[src/rtl/mc_control.sv]
// Multicycle MIPS-style control FSM: one Moore state per microstep, with zero-gated branch and decode-time illegal flag.
// Optional macro IMM_LOGIC_EN adds andi/ori (ANDIEX/ORIEX states, zero-extended immediate).
//
// state   | meaning
// FETCH   | read instruction at PC, PC <= PC + 4
// DECODE  | register read, branch target into ALUOut, dispatch on op
// MEMADR  | load/store address = A + sext(imm)
// MEMRD   | read data memory at ALUOut
// MEMWB   | write loaded data to rt
// MEMWR   | write B to data memory at ALUOut
// EXECUTE | R-type ALU operation on A, B
// ALUWB   | write ALUOut to rd
// BEQEX   | compare A - B, take branch when zero
// ADDIEX  | A + sext(imm)
// IMMWB   | write ALUOut to rt
// JEX     | PC <= jump target
// ORIEX   | A | zext(imm)            (IMM_LOGIC_EN only)
// ANDIEX  | A & zext(imm)            (IMM_LOGIC_EN only)
module mc_control (
  input  logic       clk,
  input  logic       reset_n,
  input  logic [5:0] op,
  input  logic [5:0] funct,
  input  logic       zero,
  output logic [2:0] alu_control,
  output logic       alu_src_a,
  output logic [1:0] alu_src_b,
  output logic [1:0] pc_src,
  output logic       pc_en,
  output logic       iord,
  output logic       mem_write,
  output logic       ir_write,
  output logic       reg_write,
  output logic       reg_dst,
  output logic       mem_to_reg,
  output logic       imm_zext,
  output logic       illegal,
  output logic [3:0] state
);

  localparam logic [3:0] FETCH   = 4'd0;
  localparam logic [3:0] DECODE  = 4'd1;
  localparam logic [3:0] MEMADR  = 4'd2;
  localparam logic [3:0] MEMRD   = 4'd3;
  localparam logic [3:0] MEMWB   = 4'd4;
  localparam logic [3:0] MEMWR   = 4'd5;
  localparam logic [3:0] EXECUTE = 4'd6;
  localparam logic [3:0] ALUWB   = 4'd7;
  localparam logic [3:0] BEQEX   = 4'd8;
  localparam logic [3:0] ADDIEX  = 4'd9;
  localparam logic [3:0] IMMWB   = 4'd10;
  localparam logic [3:0] JEX     = 4'd11;

  localparam logic [5:0] OP_RTYPE = 6'b000000;
  localparam logic [5:0] OP_LW    = 6'b100011;
  localparam logic [5:0] OP_SW    = 6'b101011;
  localparam logic [5:0] OP_BEQ   = 6'b000100;
  localparam logic [5:0] OP_ADDI  = 6'b001000;
  localparam logic [5:0] OP_J     = 6'b000010;

  localparam logic [2:0] ALU_AND = 3'b000;
  localparam logic [2:0] ALU_OR  = 3'b001;
  localparam logic [2:0] ALU_ADD = 3'b010;
  localparam logic [2:0] ALU_SUB = 3'b110;
  localparam logic [2:0] ALU_SLT = 3'b111;

`ifdef IMM_LOGIC_EN
  localparam logic [3:0] ORIEX   = 4'd12;
  localparam logic [3:0] ANDIEX  = 4'd13;
  localparam logic [5:0] OP_ANDI = 6'b001100;
  localparam logic [5:0] OP_ORI  = 6'b001101;
`endif

  logic [3:0] state_nxt;
  logic [3:0] decode_nxt;
  logic       op_ok;
  logic       funct_ok;
  logic [2:0] funct_alu;

  always_ff @(posedge clk) begin
    if (!reset_n) state <= FETCH;
    else          state <= state_nxt;
  end

  always_comb begin
    funct_ok  = 1'b1;
    funct_alu = ALU_AND;
    case (funct)
      6'b100000: funct_alu = ALU_ADD;
      6'b100010: funct_alu = ALU_SUB;
      6'b100100: funct_alu = ALU_AND;
      6'b100101: funct_alu = ALU_OR;
      6'b101010: funct_alu = ALU_SLT;
      default:   funct_ok  = 1'b0;
    endcase
  end

  always_comb begin
    op_ok      = 1'b1;
    decode_nxt = FETCH;
    case (op)
      OP_LW, OP_SW: decode_nxt = MEMADR;
      OP_RTYPE:     if (funct_ok) decode_nxt = EXECUTE; else op_ok = 1'b0;
      OP_BEQ:       decode_nxt = BEQEX;
      OP_ADDI:      decode_nxt = ADDIEX;
      OP_J:         decode_nxt = JEX;
`ifdef IMM_LOGIC_EN
      OP_ANDI:      decode_nxt = ANDIEX;
      OP_ORI:       decode_nxt = ORIEX;
`endif
      default:      op_ok = 1'b0;
    endcase
  end

  always_comb begin
    state_nxt   = FETCH;
    alu_control = ALU_AND;
    alu_src_a   = 1'b0;
    alu_src_b   = 2'b00;
    pc_src      = 2'b00;
    pc_en       = 1'b0;
    iord        = 1'b0;
    mem_write   = 1'b0;
    ir_write    = 1'b0;
    reg_write   = 1'b0;
    reg_dst     = 1'b0;
    mem_to_reg  = 1'b0;
    imm_zext    = 1'b0;
    illegal     = 1'b0;
    case (state)
      FETCH: begin
        alu_src_b   = 2'b01;
        alu_control = ALU_ADD;
        ir_write    = 1'b1;
        pc_en       = 1'b1;
        state_nxt   = DECODE;
      end
      DECODE: begin
        alu_src_b   = 2'b11;
        alu_control = ALU_ADD;
        illegal     = ~op_ok;
        state_nxt   = decode_nxt;
      end
      MEMADR: begin
        alu_src_a   = 1'b1;
        alu_src_b   = 2'b10;
        alu_control = ALU_ADD;
        state_nxt   = (op == OP_LW) ? MEMRD : MEMWR;
      end
      MEMRD: begin
        iord      = 1'b1;
        state_nxt = MEMWB;
      end
      MEMWB: begin
        mem_to_reg = 1'b1;
        reg_write  = 1'b1;
      end
      MEMWR: begin
        iord      = 1'b1;
        mem_write = 1'b1;
      end
      EXECUTE: begin
        alu_src_a   = 1'b1;
        alu_control = funct_alu;
        state_nxt   = ALUWB;
      end
      ALUWB: begin
        reg_dst   = 1'b1;
        reg_write = 1'b1;
      end
      BEQEX: begin
        alu_src_a   = 1'b1;
        alu_control = ALU_SUB;
        pc_src      = 2'b01;
        pc_en       = zero;
      end
      ADDIEX: begin
        alu_src_a   = 1'b1;
        alu_src_b   = 2'b10;
        alu_control = ALU_ADD;
        state_nxt   = IMMWB;
      end
      IMMWB: reg_write = 1'b1;
      JEX: begin
        pc_src = 2'b10;
        pc_en  = 1'b1;
      end
`ifdef IMM_LOGIC_EN
      ORIEX: begin
        alu_src_a   = 1'b1;
        alu_src_b   = 2'b10;
        alu_control = ALU_OR;
        imm_zext    = 1'b1;
        state_nxt   = IMMWB;
      end
      ANDIEX: begin
        alu_src_a   = 1'b1;
        alu_src_b   = 2'b10;
        alu_control = ALU_AND;
        imm_zext    = 1'b1;
        state_nxt   = IMMWB;
      end
`endif
      default: illegal = 1'b1;
    endcase
    // Side effects are suppressed in the cycle reset is applied so an aborted instruction leaves no trace.
    if (!reset_n) begin
      pc_en     = 1'b0;
      ir_write  = 1'b0;
      mem_write = 1'b0;
      reg_write = 1'b0;
      illegal   = 1'b0;
    end
  end

endmodule

[config.mk]
export PLATFORM = sky130hd
export DESIGN_NAME = mc_control
export DESIGN_NICKNAME = d
export VERILOG_FILES = /design/src/rtl/mc_control.sv
export SDC_FILE = /design/constraint.sdc
export NUM_CORES = 1
export LEC_CHECK = 0
export CAP_MARGIN = 20
export CELL_PAD_IN_SITES_DETAIL_PLACEMENT = 0
export CELL_PAD_IN_SITES_GLOBAL_PLACEMENT = 2
export CORE_MARGIN = 5
export CORE_UTILIZATION = 18
export CTS_CLUSTER_SIZE = 24
export DETAILED_ROUTE_END_ITERATION = 8
export GPL_ROUTABILITY_DRIVEN = 0
export GPL_TIMING_DRIVEN = 0
export PLACE_DENSITY = 0.89
export SYNTH_ARGS = -nofsm -noshare
export SYNTH_HDL_FRONTEND = slang
export SYNTH_SLANG_ARGS = --single-unit
[constraint.sdc]
create_clock -name clk -period 1.9 [get_ports clk]
set_input_delay 0.38 -clock clk [delete_from_list [all_inputs] [get_ports clk]]
set_output_delay 0.38 -clock clk [all_outputs]
set_load 0.05 [all_outputs]
## Word-level counts from Yosys, hierarchy flattened

Index checks and enable logic that the tools add are counted.

| word-level totals | value |
|---|---|
| input bits | 15 |
| bits in read-only memories | 0 |
| bits in latches | 0 |
| register bits | 4 |
| memory bits (writable) | 0 |
| word-level logic and storage cells | 60 |
| memories | 0 |

| cells by class | value |
|---|---|
| bitwise gates (word level) | 1 |
| $lt $le $gt $ge | 0 |
| reductions and logical operators | 12 |
| multipliers | 0 |
| equal/unequal tests | 21 |
| mux-type cells | 25 |
| divide/modulo/power cells | 0 |
| add/sub/neg operators | 0 |
| shift-type cells | 0 |

Operators with widths:

| kind | count |
|---|---|
| $eq A6 B6 Y1 const B | 7 |
| $pmux W4 S6 | 1 |
| $pmux W4 S5 | 1 |
| $eq A4 B3 Y1 const B | 4 |
| $eq A4 B4 Y1 const B | 4 |
| $mux W1 | 14 |
| $pmux W3 S4 | 1 |
| $reduce_or A11 Y1 | 1 |
| $reduce_or A5 Y1 | 2 |
| $pmux W3 S3 | 1 |
| $eq A4 B2 Y1 const B | 2 |
| $reduce_or A2 Y1 | 4 |
| $reduce_or A4 Y1 | 2 |
| $eq A6 B2 Y1 const B | 1 |
| $eq A6 B3 Y1 const B | 1 |
| $eq A6 B4 Y1 const B | 1 |
| $logic_not A6 Y1 | 1 |
| $mux W3 | 2 |
| $pmux W1 S2 | 3 |
| $pmux W2 S3 | 1 |
| $eq A4 B1 Y1 const B | 1 |
| $logic_not A4 Y1 | 1 |
| $pmux W2 S2 | 1 |
| $reduce_or A3 Y1 | 1 |
| $not A1 Y1 | 1 |

## Logic depth before layout (Yosys ltp)

| logic depth | value |
|---|---|
| depth in word-level cells | 8 |
| gate-level depth with buffers | 5 |

## Worst setup path before layout

Ideal clock, no wire load.

| path | value |
|---|---|
| kind | register to output |
| from | reg state[3] |
| to | out pc_en |
| cell stages (with the launch flop) | 6 |
| path slack | -1.675 ns |
| data arrival time | 3.195 ns |
| data required time | 1.520 ns |
| cell sequence | dfxtp_1 > clkbuf_1 > nand2b_1 > nor3_1 > a21oi_1 > o21bai_1 |

| between the ends | value |
|---|---|
| longest elaborated chain between the ends | 4 |
| elaborated cells on any way between the ends | 6 |

Ends and longest elaborated chain:

| element | RTL line | source |
|---|---|---|
| start, declared | 38 | `output logic [3:0] state` |
| start signal, assigned | 82 | `else state <= state_nxt;` |
| $eq A4 B4 Y1 / $logic_not A4 Y1 (equally long branches) | 130 | `case (state)` |
| $reduce_or A2 Y1 (no source line) | - |  |
| $pmux W1 S2 (*) | 130 |  |
| $mux W1 (*) | 207 | `if (!reset_n) begin` |
| end, declared | 29 | `output logic pc_en,` |

Mark *: on every way between the ends. The rest lies on a longest branch, timed or not.

## Worst setup path in the final report

| path | value |
|---|---|
| from | reg state[3] |
| to | out illegal |

| between the ends | value |
|---|---|
| longest elaborated chain between the ends | 4 |
| elaborated cells on any way between the ends | 15 |

Ends and longest elaborated chain:

| element | RTL line | source |
|---|---|---|
| $eq A4 B4 Y1, or another cell as far along | 130 |  |
| $reduce_or A11 Y1 (no source line) | - |  |
| $pmux W1 S2 (*) | 130 |  |
| $mux W1 (*) | 207 |  |
| end, declared | 37 | `output logic illegal,` |

Marks and branches as above.

==> results.cfg <==
[grt]
grt_max_degree = 11
grt_overflow_total = 0
number_of_global_route_vias_before_repair = 863
grt_pass1_wl_microns = 3857
gr-usage-all-layers_pct = 10.68
initial_antenna_violation_count = 0

[route]
wl_microns = 2277
drt-pass1-iter-count = 4
total_number_of_vias = 830
detailedRoute.firstIterationViolations = 41
drt.antenna.violating_nets = 0
drc = 0
wire_per_inst_microns = 12.44
post_drt_via_cell_ratio = 4.536

[clock_tree]
cts_num_sinks = 4
path_clk_slew_ps = 40
cts_buffers = 3
clock_root_buffer = clkbuf_4
clock_latency_ps = 240
ctsHtreeMaxLevel = 1
cts_tree = built
clk_path_buf_depth = 2

[timing]
rsz0062_at_grt = true
hold_slack_ps = 591.3
finClkSkew_ps = 9.176
fin_setup_tns_ps = -455.1
relSlewSlack_pct = 66.53
timing.final.crit_period_ps = 2101
setup_viol = 3
worst_slew_pin_slew_ps = 500.5
drv_slew = 0
final-hold-violation-count = 0
timing.final.ws_setup_ps = -201.3
max_freq_mhz = 475.9
post-route-period-util_pct = 110.6

[finish]
nFillCells = 392
layout.nets = 153
stdcell_area_sq_um = 1242
layout.area.seq_sq_um = 90.09
registers.top_by_ff_count = state
syn2layout_area_growth_pct = 98.60
post_route_cells_drive_above_1_share_pct = 48.18
reg.largest.list = state (4)
antennaDiodeCount = 0
multiInputGateArea_sq_um = 673.1
largest_register_ff_count = 4

[yosys]
synth.avg_cell_area_sq_um = 6.384
synth_commonest_cells = nor2_1, nor3_1, nand2_1
async_flop_share_pct = 0
synth_flop_cell = dfxtp_1
ys_ff_latch = 4
synthCells = 98
syn_nets = 113
synth-warning-count = 0
synth_enable_flop_cells = 0
post_synth_main_area_contributors = dfxtp_1, nor2_1, nor3_1
netlist.top_cell.by_area = dfxtp_1
post_synth_instance_area_sq_um = 625.6
synth_cell_type_count = 37
synth_most_common_cell = nor2_1
ys_seq_area_share_pct = 12.80
yosys.area.top_type_share_pct = 12.80

[critical_path]
timing.critical_path.to_type = primary output
setup.worst_path.class = register to primary output
cp_num_buf_inv = 1
max_stage_delay_ps = 340
crit_fanout = 3
start_kind = register
cpMaxStageDelayCell = dfxtp_4
cell_class_contributing_the_biggest_share_of_worst_path_delay = simple AND/OR/NAND/NOR gates
ff_to_ff_start = state[0]
crit_arrival_ps = 1720
critPathLaunch = state[3]
path_cells = or2_4 > or3_1 > o211ai_1 > o31ai_4 > buf_6
worstPathRequired_ps = 1520

[power_and_ir_drop]
largest_vdd_supply_drop_mv = 0.1857
p_leak_uw = 0.0004580
cellPowerDensity_nw_per_um2 = 320.6

[hold_path]
hold_path_startpoint = state[1]
hold_class = register to register

[die]
floorplan.rows = 21
die-height_microns = 68.96
floorplan.initialDensity_pct = 18.60
floorplan.core_area_sq_um = 3363
pin_count = 36
width_of_the_chip_microns = 68.96
die_area_sq_um = 4755

[outcome]
failed_checks = setup timing
outcome = finished, violations left

[place]
placement.cell_area_sq_um = 1147
place_ws_ps = -920.6
dpl.hpwl_microns = 1809
place.port_buffers = 31

[flow_run]
max_cap_viol_count = 0
[power by group]
| part | switching, uW | internal, uW |
|---|---|---|
| registers | 2.92 | 84.6 |
| clock network | 38.0 | 79.0 |
| logic | 115 | 78.8 |
| total | 156 | 242 |
[per-stage QoR]
step	power (uW)	instances	utilization [%]
2_1_floorplan	213.5	98	-
3_3_place_gp	278.3	175	34.11
3_5_place_dp	279.1	175	34.11
4_1_cts	396.4	182	36.24
5_1_grt	425.9	183	36.94
6_report	398.4	183	36.94
[metal layers]
metal / track usage [%] / up-vias / wire [microns]
met5: 0 / - / 0
met4: 2.920 / 0 / 13
met3: 2.755 / 2 / 131
met2: 18.81 / 23 / 1130
met1: 12.70 / 375 / 1002
li1: - / 430 / -
[cells in the final DEF, fill, tap and decap left out, types with 3 or more instances in the layout]
cell type / instances
nor2_2: 5
buf_6: 6
o21ai_0: 3
dlygate4sd2_1: 8
nor3_1: 5
nand2b_1: 4
a31oi_1: 3
buf_4: 9
o211ai_1: 3
buf_2: 5
clkdlybuf4s50_1: 6
nor2_1: 6
buf_8: 3
clkbuf_4: 4
nand2_1: 6
[timing repair]
| action | in CTS | in global routing |
|---|---|---|
| resized for setup | 105 | 20 |
| hold buffers | 0 | 0 |
| endpoints found under the setup margin | 17 | 13 |
| setup buffers | 3 | 1 |
| pin swaps | 6 | 2 |
[tightest hold or removal path, stage by stage, from the launching register on]
cell and delay [ps]:
dfxtp_2 350, nor2b_1 140, a2111oi_2 50
[kinds of logic after synthesis]
kind of cell | count (synthesis) | share of synthesized area (%)
DFF | 4 | 12.80
muxes | 1 | 1.600
xor gates and xnor gates | 3 | 4.201
buffers and inverters | 10 | 7.001
adders and majority gates | 1 | 1.600
AOI/OAI and AO/OA | 26 | 28.40
other | 1 | 0.5994
and+or+nand+nor | 52 | 43.80
[final timing paths]
path              endpoint  slack [ps]  depth (start not counted)
setup / recovery   illegal        -200                          5
hold / removal    state[0]         590                          2
setup reg to reg  state[2]         440                          4
hold reg to reg   state[0]         590                          2
[area by class of cell]
cell class / instances / area share (%)
timing repair buffer: 35 / 25.88
tap: 46 / 4.632
buffer: 8 / 5.337
inverter: 2 / 0.6042
clock buffer: 4 / 2.115
multi-input combinational: 84 / 54.18
sequential: 4 / 7.251
No activity file was read; power rests on OpenSTA's default activity.
==> RTL change 1, RTL diff (same flow settings) <==
The option `IMM_LOGIC_EN` is turned on by a define.
--- a/src/rtl/mc_control.sv
+++ b/src/rtl/mc_control.sv
@@ -17,4 +17,6 @@
 // ORIEX   | A | zext(imm)            (IMM_LOGIC_EN only)
 // ANDIEX  | A & zext(imm)            (IMM_LOGIC_EN only)
+`define IMM_LOGIC_EN
+
 module mc_control (
   input  logic       clk,
Formal check against the unedited RTL: not equivalent (a bounded check fails within 4 cycles, from zero or initial values and one cycle with reset_n low).
==> RTL change 1 against the unedited design <==
- the flow still finishes with violations (setup timing)
- synthesized area rose by 5.0%
- cell area rose by 8.5%
- worst hold slack gained 60 ps
- first-iteration DRC count fell by 17%
- register-to-register slack worse by 70 ps
- setup slack gained 16 ps
- power is 18% higher
- maximum frequency grew 0.75%
- global-route usage fell by 0.77 points
- count of clock-buffer cells in the layout unchanged
- non-clock buffer count increased by 1
- clock power increased by 59%
- routed wire length grew 4.3%
- sequential cell count is the same
- critical path type is now input port to primary output
- largest cell class unchanged
- highest routed layer unchanged
==> RTL change 1: results (changes against the unedited design) <==
status: complete, but fails checks
failing checks: setup timing
Max FO, Critical Path: 2 (-1)
worst hold path depth: 5 (+3)
Peak supply drop: 0.000161 V (-13%)
# fillers: 375 (-4.3%)
Clk Latency, worst-skew pair: 210 ps (-30 ps)
critical path arrival: 1710 ps
net total in the final layout: 154 (+0.65%)
overall routing resource usage: 9.91% (-0.77 points)
vias per cell: 4.66 (+2.7%)
Buffers, non-clock: 44 (+2.3%)
sw frac: 34.3% (-4.8 points)
Post-Syn Nets: 110 (-2.7%)
clk slew on worst S/H paths: 30 ps
row count: 22 (+4.8%)
commonest cells in the netlist: nor2_1 (11), nor3_1 (10), a21oi_1 (8)
met1 usage: 12.4% (-0.34 points)
drt initial violations: 34 (-17%)
area of the multi-input gates: 713 µm² (+5.9%)
yosys warns: 0 (unchanged)
Setup Viol. Count Final: 1 (-2)
routing usage on met3: 3.45% (+0.70 points)
root buf cell: clkbuf_8
pin count of the biggest net entering global routing: 11 (unchanged)
Final HPWL DP: 1920 µm (+5.9%)
NonClk Buf Share: 30.6% (-0.58 points)
sequential share of the synthesized area: 12.2% (-0.61 points)
Slowest-stage cell, CP: or3_4
Seq pwr share: 19.1% (-2.9 points)
wirelength, routed: 2380 µm (+4.3%)
Tcrit/Tclk final: 110% (-0.83 points)
max incr delay on CP: 390 ps (+50 ps)
largest registers: state x4
Reg area: 92.6 µm² (+2.8%)
synth top area cells: dfxtp_1 (12%), nor3_1 (7.6%), nor2_1 (6.3%)
Lkg Pwr: 0.482 nW (+5.3%)
first-pass GRT wire length: 4130 µm (+7.2%)
R2R depth: 6 (+2)
multi-input gates: 83 (-1.2%)
vias in the first global route: 858 (-0.58%)
Slew headroom: 66.6% (+0.085 points)
placement-stage cell area: 1220 µm² (+6.2%)
post-cts repair resize count: 123 (+17%)
Clock group: 0.186 mW (+59%)
grt met2 use: 15.9% (-2.9 points)
Clock Skew: 3.00 ps (-6.18 ps)
I/O Buffers: 34 (+9.7%)
post-synth cell types: 44 (+19%)
final worst slack: -186 ps (+15.7 ps)
nonclk inv count: 3 (+1)
# Post-CTS Setup Buffers: 4 (+1)
Crit path max-delay family: compound AO/OA/AOI/OAI gates
layout cells sized above 1: 52.9% (+4.7 points)
==> RTL change 1: changes by cell type after synthesis, sizes merged, moves of 2 or more <==
| cell | unedited run | this run |
|---|---|---|
| a21oi | 5 | 9 |
| a31oi | 4 | 2 |
| a41o | 0 | 2 |
| clkbuf | 5 | 3 |
| nor2 | 13 | 11 |
| nor3 | 8 | 11 |
| o211ai | 3 | 1 |
| o21ai | 5 | 7 |
| or2 | 4 | 1 |
| or4b | 2 | 0 |
==> RTL change 1: logic make-up after synthesis <==
family | synth area share (%)
muxes | 1.52
AOI/OAI and AO/OA | 37.0
xor gates and xnor gates | 1.33
DFF | 12.2
buffers and inverters | 5.14
and+or+nand+nor | 42.9
==> RTL change 1: metrics by stage <==
| step | util (%) | setup TNS [ps] | setup WS, ps | power (mW) | instances |
|---|---|---|---|---|---|
| floorplan | - | -359 | -166 | 0.202 | 95 |
| global placement | 33.8 | -8340 | -1200 | 0.276 | 177 |
| detailed placement | 33.8 | -8480 | -1190 | 0.276 | 177 |
| CTS | 36.7 | -269 | -238 | 0.472 | 185 |
| global route | 37.4 | -329 | -233 | 0.497 | 186 |
| finish | 37.4 | -186 | -186 | 0.469 | 186 |
==> RTL change 1: worst reg2reg max path, stage by stage, from the launching register on <==
cell and delay [ps]:
dfxtp_4 330, buf_8 150, nor3_4 190, and3b_1 180
o211ai_1 90, or3b_1 390, a21oi_2 130
==> RTL change 1: routing by layer <==
metal | part of all wire (%) | vias to the layer above
met2 | 47 | 29
met1 | 45 | 388
met3 | 7.6 | 2
met5 | 0 | -
met4 | 0.51 | 0
li1 | - | 447
==> RTL change 1: path summary, 6_finish.rpt <==
kind	endpoint	start	slack [ps]
worst max register to register	state[2]	state[2]	370
worst min-delay path	state[2]	op[0]	650
worst max-delay path	illegal	op[2]	-190
worst min register to register	state[3]	state[1]	660
==> RTL change 2, RTL diff (same flow settings) <==
Without the edit above. Make the reset (`reset_n`) asynchronous in one clocked block.
--- a/src/rtl/mc_control.sv
+++ b/src/rtl/mc_control.sv
@@ -78,5 +78,5 @@
   logic [2:0] funct_alu;
 
-  always_ff @(posedge clk) begin
+  always_ff @(posedge clk or negedge reset_n) begin
     if (!reset_n) state <= FETCH;
     else          state <= state_nxt;
Function: differs if reset_n is asserted again (counterexample within 4 cycles, from zero or initial values and one cycle with reset_n low); with reset_n held inactive, the same outputs for 10 cycles.
==> RTL change 2 against the unedited design <==
- the run still ends with setup timing left
- sequential share of layout area up 0.28 points
- sequential cell count did not move
- routed wire length grew 2.5%
- setup slack better by 99 ps
- via count fell by 1.2%
- synthesized area shrank 7.0%
- final cell count fell by 1.6%
- cell area increased by 12%
- highest routed layer unchanged
Power is left out: it rests on default switching activity, and per cell area and clock period it moved more than threefold.
==> RTL change 2: results (changes against the unedited design) <==
status: complete, but fails checks
failing checks: setup timing
vias in the first global route: 821 (-4.9%)
max incr delay on CP: 540 ps (+200 ps)
R2R depth: 6 (+2)
Max FO, Critical Path: 4 (+1)
share of flip-flops with an asynchronous set or reset: 100% (+100 points)
Clock Skew: 4.86 ps (-4.31 ps)
Post-Syn Nets: 103 (-8.8%)
final worst slack: -103 ps (+98.5 ps)
antenna violations before repair: 0 (unchanged)
sequential share of the synthesized area: 17.2% (+4.4 points)
Setup Viol. Count Final: 5 (+2)
most common cell in the netlist: nor2_1
first-pass GRT wire length: 3830 µm (-0.73%)
# fillers: 327 (-17%)
pre-CTS setup slack: -1250 ps (-332 ps)
final core occ: 45.3% (+8.4 points)
worst hold path class: input port to async pin
Slowest-stage cell, CP: or4_4
Least-Margin Pin Slew: 505 ps (+4.39 ps)
critical path arrival: 1620 ps (-100 ps)
wirelength, routed: 2330 µm (+2.5%)
placement-stage cell area: 1190 µm² (+3.6%)
grt met2 use: 19.8% (+0.99 points)
number of buffers created by CTS: 3 (unchanged)
routing usage on met3: 1.69% (-1.1 points)
synth top area cells: dfrtp_1 (17%), nor3_1 (7.7%), nor2_1 (7.7%)
drt initial violations: 17 (-59%)
post-synth cell types: 35 (-5.4%)
Primary FF master, synth: dfrtp_1
met1 usage: 13.0% (+0.25 points)
vias per cell: 4.56 (+0.44%)
layout cells sized above 1: 61.8% (+14 points)
commonest cells in the netlist: nor2_1 (12), nor3_1 (9), a21oi_1 (6), clkbuf_1 (6), nand2_1 (6)
[RTL change 2: logic make-up after synthesis]
family / after synthesis / share of synthesized area (%)
compound gates: 20 / 23.2
xor+xnor: 2 / 3.01
buf+inv: 10 / 7.10
flops: 4 / 17.2
mux: 1 / 1.72
other cells: 1 / 0.645
simple gates: 50 / 47.1
[RTL change 2: per-stage QoR]
stage	std cells	TNS, ps
after global routing	180	-523
final	180	-250
after detailed placement	166	-9270
after CTS	174	-412
after floorplan	88	-702
after global placement	166	-9150
[RTL change 2: worst register-to-register path, cell delays in order, from the launching register on]
cell and delay (ps):
dfrtp_2 400, buf_8 150, nand2b_4 170, buf_4 150
nor4_1 210, a21oi_1 110, o311ai_1 80
[RTL change 2: final cells by class]
type / instances / area share [%]
Tap cell: 44 / 3.95
Sequential cell: 4 / 7.53
Timing Repair Buffer: 45 / 28.5
Clock buffer: 3 / 1.61
Buffer: 7 / 7.53
Multi-Input combinational cell: 74 / 50.0
Inverter: 3 / 0.807
[RTL change 2: final timing paths]
path | start | endpoint | slack [ps]
worst max-delay path | op[2] | illegal | -100
worst min-delay path | reset_n | state[2] | 60
worst max register to register | state[1] | state[1] | 510
worst min register to register | state[0] | state[2] | 660
max in group asynchronous | reset_n | state[0] | 1670
min in group clk | op[4] | state[0] | 570
[RTL change 2: repair_timing]
item / 4_1_cts / 5_1_grt
buffers inserted: 5 / 6
pin swaps: 10 / 5
gates resized for setup: 142 / 15
endpoints found under the setup margin: 18 / 12
[RTL change 2: layer usage]
layer / routed length, µm / vias to the layer above
met4: 19 / 0
met5: 0 / -
li1: - / 414
met2: 1220 / 30
met3: 143 / 2
met1: 949 / 374
